## src/rtl/dfr_pkg.sv

```systemverilog
// Shared register map, bit positions and response codes for the DFR capture core.
package dfr_pkg;

    localparam logic [8:0] REG_CTRL         = 9'h000;
    localparam logic [8:0] REG_CMD          = 9'h004;
    localparam logic [8:0] REG_SAMPLE_COUNT = 9'h008;
    localparam logic [8:0] REG_NODE_INDEX   = 9'h00C;
    localparam logic [8:0] REG_STATUS       = 9'h010;
    localparam logic [8:0] REG_NODE_BASE    = 9'h100;

    localparam int CTRL_RUN_BIT       = 0;
    localparam int CMD_CLEAR_BIT      = 0;
    localparam int STATUS_RUN_BIT     = 0;
    localparam int STATUS_WRAPPED_BIT = 1;

    localparam logic [1:0] RESP_OKAY = 2'b00;

endpackage

```

## src/rtl/dfr_axi_regs.sv

```systemverilog
// AXI4-Lite slave handshake, CTRL register and read decode for the DFR core.
module dfr_axi_regs
    import dfr_pkg::*;
#(
    parameter int AW = 9,
    parameter int DW = 32,
    parameter int VN = 10
) (
    input  logic          clk,
    input  logic          srst,
    input  logic [AW-1:0] S_AXI_AWADDR,
    input  logic          S_AXI_AWVALID,
    output logic          S_AXI_AWREADY,
    input  logic [DW-1:0] S_AXI_WDATA,
    input  logic          S_AXI_WVALID,
    output logic          S_AXI_WREADY,
    output logic [1:0]    S_AXI_BRESP,
    output logic          S_AXI_BVALID,
    input  logic          S_AXI_BREADY,
    input  logic [AW-1:0] S_AXI_ARADDR,
    input  logic          S_AXI_ARVALID,
    output logic          S_AXI_ARREADY,
    output logic [DW-1:0] S_AXI_RDATA,
    output logic [1:0]    S_AXI_RRESP,
    output logic          S_AXI_RVALID,
    input  logic          S_AXI_RREADY,
    output logic          wr_en,
    output logic [AW-1:0] wr_addr,
    output logic [DW-1:0] wr_data,
    output logic          ctrl_run,
    input  logic [DW-1:0] sample_count,
    input  logic [DW-1:0] node_index,
    input  logic          wrapped,
    output logic [5:0]    node_sel,
    input  logic [DW-1:0] node_rd_data
);

    localparam int NODE_WORD = int'(REG_NODE_BASE >> 2);

    logic          awready_reg, bvalid_reg, arready_reg, rvalid_reg;
    logic [DW-1:0] ctrl_reg, rdata_reg, rd_mux;
    logic [AW-3:0] rd_word;
    logic          rd_en;
    logic          unused_bits;

    assign wr_en    = awready_reg & S_AXI_AWVALID & S_AXI_WVALID;
    assign wr_addr  = S_AXI_AWADDR;
    assign wr_data  = S_AXI_WDATA;
    assign rd_en    = arready_reg & S_AXI_ARVALID;
    assign rd_word  = S_AXI_ARADDR[AW-1:2];
    assign ctrl_run = ctrl_reg[CTRL_RUN_BIT];

    assign S_AXI_AWREADY = awready_reg;
    assign S_AXI_WREADY  = awready_reg;
    assign S_AXI_BVALID  = bvalid_reg;
    assign S_AXI_BRESP   = RESP_OKAY;
    assign S_AXI_ARREADY = arready_reg;
    assign S_AXI_RVALID  = rvalid_reg;
    assign S_AXI_RDATA   = rdata_reg;
    assign S_AXI_RRESP   = RESP_OKAY;
    assign unused_bits   = ^S_AXI_ARADDR[1:0];

    always_comb begin
        rd_mux   = '0;
        node_sel = '0;
        if (rd_word == (AW-2)'(REG_CTRL >> 2)) begin
            rd_mux = ctrl_reg;
        end else if (rd_word == (AW-2)'(REG_SAMPLE_COUNT >> 2)) begin
            rd_mux = sample_count;
        end else if (rd_word == (AW-2)'(REG_NODE_INDEX >> 2)) begin
            rd_mux = node_index;
        end else if (rd_word == (AW-2)'(REG_STATUS >> 2)) begin
            rd_mux[STATUS_RUN_BIT]     = ctrl_run;
            rd_mux[STATUS_WRAPPED_BIT] = wrapped;
        end else if (int'(rd_word) >= NODE_WORD && int'(rd_word) < NODE_WORD + VN) begin
            node_sel = 6'(int'(rd_word) - NODE_WORD);
            rd_mux   = node_rd_data;
        end
    end

    // Ready pulses last one cycle; the following edge is the commit edge.
    always_ff @(posedge clk) begin
        if (srst) begin
            awready_reg <= 1'b0;
            bvalid_reg  <= 1'b0;
            arready_reg <= 1'b0;
            rvalid_reg  <= 1'b0;
            rdata_reg   <= '0;
            ctrl_reg    <= '0;
        end else begin
            awready_reg <= !awready_reg && !bvalid_reg && S_AXI_AWVALID && S_AXI_WVALID;
            if (wr_en) begin
                bvalid_reg <= 1'b1;
            end else if (S_AXI_BREADY) begin
                bvalid_reg <= 1'b0;
            end
            if (wr_en && S_AXI_AWADDR[AW-1:2] == (AW-2)'(REG_CTRL >> 2)) begin
                ctrl_reg <= S_AXI_WDATA;
            end

            arready_reg <= !arready_reg && !rvalid_reg && S_AXI_ARVALID;
            if (rd_en) begin
                rvalid_reg <= 1'b1;
                rdata_reg  <= rd_mux;
            end else if (S_AXI_RREADY) begin
                rvalid_reg <= 1'b0;
            end
        end
    end

endmodule

```

## src/rtl/dfr_core.sv

```systemverilog
// DFR capture core: ring of node registers fed by the reservoir stream, with
// sample counter and wrap flag, controlled through an AXI4-Lite window.
module dfr_core
    import dfr_pkg::*;
#(
    parameter int C_S_AXI_ACLK_FREQ_HZ         = 100000000,
    parameter int C_S_AXI_DATA_WIDTH           = 32,
    parameter int C_S_AXI_ADDR_WIDTH           = 9,
    parameter int VIRTUAL_NODES                = 10,
    parameter int RESERVOIR_DATA_WIDTH         = 32,
    parameter int RESERVOIR_HISTORY_ADDR_WIDTH = 20
) (
    input  logic                            S_AXI_ACLK,
    input  logic                            S_AXI_ARESET,
    input  logic [C_S_AXI_ADDR_WIDTH-1:0]   S_AXI_AWADDR,
    input  logic                            S_AXI_AWVALID,
    output logic                            S_AXI_AWREADY,
    input  logic [C_S_AXI_DATA_WIDTH-1:0]   S_AXI_WDATA,
    input  logic [C_S_AXI_DATA_WIDTH/8-1:0] S_AXI_WSTRB,
    input  logic                            S_AXI_WVALID,
    output logic                            S_AXI_WREADY,
    output logic [1:0]                      S_AXI_BRESP,
    output logic                            S_AXI_BVALID,
    input  logic                            S_AXI_BREADY,
    input  logic [C_S_AXI_ADDR_WIDTH-1:0]   S_AXI_ARADDR,
    input  logic                            S_AXI_ARVALID,
    output logic                            S_AXI_ARREADY,
    output logic [C_S_AXI_DATA_WIDTH-1:0]   S_AXI_RDATA,
    output logic [1:0]                      S_AXI_RRESP,
    output logic                            S_AXI_RVALID,
    input  logic                            S_AXI_RREADY,
    input  logic [RESERVOIR_DATA_WIDTH-1:0] reservoir_data_in
);

    localparam int AW     = C_S_AXI_ADDR_WIDTH;
    localparam int DW     = C_S_AXI_DATA_WIDTH;
    localparam int HW     = RESERVOIR_HISTORY_ADDR_WIDTH;
    localparam int NIDX_W = (VIRTUAL_NODES > 1) ? $clog2(VIRTUAL_NODES) : 1;

    logic                            wr_en, ctrl_run, cmd_clear;
    logic [AW-1:0]                   wr_addr;
    logic [DW-1:0]                   wr_data, node_rd_data;
    logic [5:0]                      node_sel;
    logic [NIDX_W-1:0]               node_idx_reg;
    logic [HW-1:0]                   sample_count_reg;
    logic                            wrapped_reg;
    logic [RESERVOIR_DATA_WIDTH-1:0] node_reg [VIRTUAL_NODES];
    logic                            unused_bits;

    assign cmd_clear = wr_en && (wr_addr[AW-1:2] == (AW-2)'(REG_CMD >> 2))
                       && wr_data[CMD_CLEAR_BIT];
    assign unused_bits = ^{S_AXI_WSTRB, wr_addr[1:0], wr_data[DW-1:1],
                           32'(C_S_AXI_ACLK_FREQ_HZ)};

    // Clear takes priority over a capture on the same edge.
    always_ff @(posedge S_AXI_ACLK) begin
        if (S_AXI_ARESET || cmd_clear) begin
            node_idx_reg     <= '0;
            sample_count_reg <= '0;
            wrapped_reg      <= 1'b0;
        end else if (ctrl_run) begin
            if (node_idx_reg == NIDX_W'(VIRTUAL_NODES - 1)) begin
                node_idx_reg <= '0;
                wrapped_reg  <= 1'b1;
            end else begin
                node_idx_reg <= node_idx_reg + NIDX_W'(1);
            end
            if (sample_count_reg != '1) begin
                sample_count_reg <= sample_count_reg + HW'(1);
            end
        end
    end

    generate
        for (genvar gi = 0; gi < VIRTUAL_NODES; gi++) begin : g_node
            always_ff @(posedge S_AXI_ACLK) begin
                if (S_AXI_ARESET || cmd_clear) begin
                    node_reg[gi] <= '0;
                end else if (ctrl_run && node_idx_reg == NIDX_W'(gi)) begin
                    node_reg[gi] <= reservoir_data_in;
                end
            end
        end
    endgenerate

    always_comb begin
        node_rd_data = '0;
        for (int i = 0; i < VIRTUAL_NODES; i++) begin
            if (node_sel == 6'(i)) begin
                node_rd_data = DW'(node_reg[i]);
            end
        end
    end

    dfr_axi_regs #(
        .AW(AW),
        .DW(DW),
        .VN(VIRTUAL_NODES)
    ) u_regs (
        .clk          (S_AXI_ACLK),
        .srst         (S_AXI_ARESET),
        .S_AXI_AWADDR (S_AXI_AWADDR),
        .S_AXI_AWVALID(S_AXI_AWVALID),
        .S_AXI_AWREADY(S_AXI_AWREADY),
        .S_AXI_WDATA  (S_AXI_WDATA),
        .S_AXI_WVALID (S_AXI_WVALID),
        .S_AXI_WREADY (S_AXI_WREADY),
        .S_AXI_BRESP  (S_AXI_BRESP),
        .S_AXI_BVALID (S_AXI_BVALID),
        .S_AXI_BREADY (S_AXI_BREADY),
        .S_AXI_ARADDR (S_AXI_ARADDR),
        .S_AXI_ARVALID(S_AXI_ARVALID),
        .S_AXI_ARREADY(S_AXI_ARREADY),
        .S_AXI_RDATA  (S_AXI_RDATA),
        .S_AXI_RRESP  (S_AXI_RRESP),
        .S_AXI_RVALID (S_AXI_RVALID),
        .S_AXI_RREADY (S_AXI_RREADY),
        .wr_en        (wr_en),
        .wr_addr      (wr_addr),
        .wr_data      (wr_data),
        .ctrl_run     (ctrl_run),
        .sample_count (DW'(sample_count_reg)),
        .node_index   (DW'(node_idx_reg)),
        .wrapped      (wrapped_reg),
        .node_sel     (node_sel),
        .node_rd_data (node_rd_data)
    );

endmodule

```

## config.mk

```make
export PLATFORM = sky130hd
export DESIGN_NAME = dfr_core
export DESIGN_NICKNAME = d
export VERILOG_FILES = /design/src/rtl/dfr_pkg.sv /design/src/rtl/dfr_axi_regs.sv /design/src/rtl/dfr_core.sv
export SDC_FILE = /design/constraint.sdc
export NUM_CORES = 1
export LEC_CHECK = 0
export ABC_AREA = 1
export CORE_UTILIZATION = 55
export CTS_CLUSTER_SIZE = 28
export DETAILED_ROUTE_END_ITERATION = 7
export GPL_TIMING_DRIVEN = 0
export HOLD_SLACK_MARGIN = 0.06
export PLACE_DENSITY = 0.83
export SLEW_MARGIN = 20
export SYNTH_ARGS = -nofsm -noshare
export SYNTH_HDL_FRONTEND = slang
export SYNTH_SLANG_ARGS = --single-unit
```

## constraint.sdc

```tcl
create_clock -name S_AXI_ACLK -period 4.4 [get_ports S_AXI_ACLK]
set_input_delay 0.88 -clock S_AXI_ACLK [delete_from_list [all_inputs] [get_ports S_AXI_ACLK]]
set_output_delay 0.88 -clock S_AXI_ACLK [all_outputs]
set_load 0.005 [all_outputs]
```

==> metrics.md <==
| Metric | Value |
|---|---|
| Area grow syn2layout | 19.5% |
| Worst Skew | 25.8 ps |
| Net Sw Frac | 0.214 |
| Synthesis Warnings | 0 |
| Area leader, netlist | edfxtp_1 |
| Crit end category | register |
| Chip height | 183 um |
| # fillers | 2266 |
| Core ar. | 31800 sq um |
| Post-synth top cells | 398 x nor2_1, 334 x nand2_1, 320 x edfxtp_1, 205 x a21oi_1, 134 x inv_1 |
| DRT iter0 DRCs | 1829 |
| Syn Inst Count | 1892 |
| Buf/Inv on CP | 2 |
| Logic pwr share | 0.054 |
| CP startpoint kind | input pin |
| # port buffers | 120 |
| CTS Buf Count | 42 |
| CP peak stage delay | 600 ps |
| Post-DP Area | 20100 sq um |
| Vias | 14500 |
| Post-DR vias/cell | 5.71 |
| Core Util, Final | 0.674 |
| Flops & latches, synth | 413 |
| CTS Sinks | 413 |
| Worst vdd ir | 0.315 mV |
| Worst-Skew Late Latency | 550 ps |
| Post-Syn Area per Cell | 9.49 sq um |
| # setup viols final | 0 |
| Max_slew headroom | 0.309 |
| DRT antenna net count | 0 |
| Row cnt | 65 |
| Overflow after GRT | 0 |
| Minimum clock period | 3400 ps |
| Antenna violations before repair | 0 |
| Max FFs per register | 320 |
| Critical path class | input pin to register |
| Hold_buf cts | 0 |
| Cell family with most CP delay | simple AND/OR/NAND/NOR gates |
| TritonRoute pass-1 iters | 6 |
| GP Congestion | 0.890 |
| Clk slew on worst S/H paths | 60 ps |
| Pwr per Cell Area | 385 nW/um^2 |
| DIE AREA | 33400 sq um |
| Number of global-route vias before repair | 14000 |
| Global-route usage over all layers | 0.284 |
| HP Class | register to register |
| Setup Buffers After CTS | 0 |
| Routed len/inst | 18.6 um |
| Outcome | completed |
| Max clock buf depth | 3 |
| Clk pwr share | 0.421 |
| Highest Clock Rate | 0.294 GHz |
| H-tree depth | 2 |
| Post-Place Worst Slack | 129 ps |
| Nets | 2164 |
| Drt drc | 0 |
| NetSw | 1.77 mW |
| Final hold violation count | 0 |
| Initial core utilization | 0.565 |
| Max Cap Viol | 0 |
| Largest net degree at the start of global routing | 24 |
| DIE WIDTH | 183 um |
| Asr flop ratio synth | 0 |
| Critical Path RT | 4850 ps |
| Cell chain of the critical path | clkdlybuf4s50_1, nor2_2, nor2_2, nor2_4, nand3_1, nor2_1, clkbuf_1, nand2_1, nand3_1, nand2_1, nand4_1, nand2_1, a21oi_1 |
| Crit-path most repeated cell | nand2_1 |
| Post-synth EDFFs | 320 |
| I/O Pins | 134 |
| Root buf cell | clkbuf_16 |
| Critical Path AT | 3850 ps |
| Sequential Power Share | 0.524 |
| Pleak | 8.28 nW |
| CTS tree | done |
| Critical-path top delay cell | clkdlybuf4s50_1 |
| Cell area after layout | 21400 sq um |
| Cell with the most instances after synthesis | nor2_1 |
| Diodes inserted | 0 |
| Hpwl dp | 32900 um |
| Layout cells sized above 1 | 0.0633 |
| Internal power | 6.48 mW |
| Final period util | 0.772 |
| Final WL | 47200 um |
| Max Slew Vio Count | 0 |
| Synthesized area | 18000 sq um |
| Cts repair resizes | 0 |
| Library cells used by synthesis | 41 |
| Slew at the pin closest to its max-slew limit | 1030 ps |
| Ys flop type | edfxtp_1 |
| Top cells by area, synth | edfxtp_1 54%, dfxtp_1 10%, nor2_1 8.3% |
| Setup TNS | 0 ps |
| Synth top area share | 0.535 |
| Post-route setup slack | 1000 ps |
| Share of the yosys chip area belonging to registers | 0.639 |
| Worst-path fanout max | 10 |
| Global-route wire length before repair | 73200 um |
| RSZ-0062 raised after global routing | false |
==> final timing paths <==
check | slack [ps] | cells past startpoint | from | end
setup / recovery | 1000 | 13 | S_AXI_ARADDR[3] | u_regs.S_AXI_RDATA[0]
hold / removal | 450 | 1 | u_regs.S_AXI_ARREADY | u_regs.S_AXI_ARREADY
setup reg to reg | 1450 | 10 | u_regs.S_AXI_AWREADY | node_reg[1][22]
hold reg to reg | 450 | 1 | u_regs.S_AXI_ARREADY | u_regs.S_AXI_ARREADY
==> cell usage in the layout (no fill, tap or decap), types with 10 or more instances in the layout <==
cell type and n:
a211oi_1 33, o21ai_4 10, nor2_1 398, nand4_1 31, buf_2 16, edfxtp_1 320, o21ai_0 31, nand2_1 334
nor3_1 10, a21oi_1 205, dfxtp_1 93, clkinv_1 35, buf_16 10, nand3_1 92, clkbuf_1 89, clkbuf_16 45
or2_2 11, clkdlybuf4s50_1 120, inv_1 134
==> stage by stage <==
stage / hold WS, ps / power [mW] / instances
4_1_cts: 446 / 8.24 / 2536
3_5_place_dp: 439 / 4.85 / 2460
2_1_floorplan: 434 / 4.61 / 1895
3_3_place_gp: 429 / 4.81 / 2450
6_report: 445 / 8.25 / 2537
5_1_grt: 469 / 8.44 / 2537
==> layout make-up <==
class	count	area [sq um]	share of cell area
repair buffers	131	1490	0.0694
plain buffers	103	459	0.0214
clock inverters	13	118	0.00548
clock buffers	63	1210	0.0566
multi-input cells	1210	5520	0.257
inverters	169	634	0.0296
well taps	435	544	0.0254
flip-flops and latches	413	11500	0.535
==> power groups by stage <==
stage               clock, mW  sequential [mW]  combinational, mW
finish                   3.48             4.33              0.448
global route             3.63             4.33              0.480
CTS                      3.47             4.33              0.444
detailed placement          0             4.41              0.439
global placement            0             4.42              0.392
floorplan                   0             4.41              0.201
==> metal layers <==
metal | wire length [um] | global-route usage
met1 | 17800 | 0.362
met2 | 23800 | 0.493
met4 | 1590 | 0.106
met3 | 3920 | 0.0403
met5 | 0 | 0
==> cell families after synthesis <==
logic type                 synth area share
and+or+nand+nor                       0.212
DFF                                   0.639
AOI/OAI and AO/OA                    0.0866
buffers and inverters                0.0609
xor gates and xnor gates           0.000976
adders and majority gates          0.000697
other                              0.000209
Power figures use the tool's default switching activity.
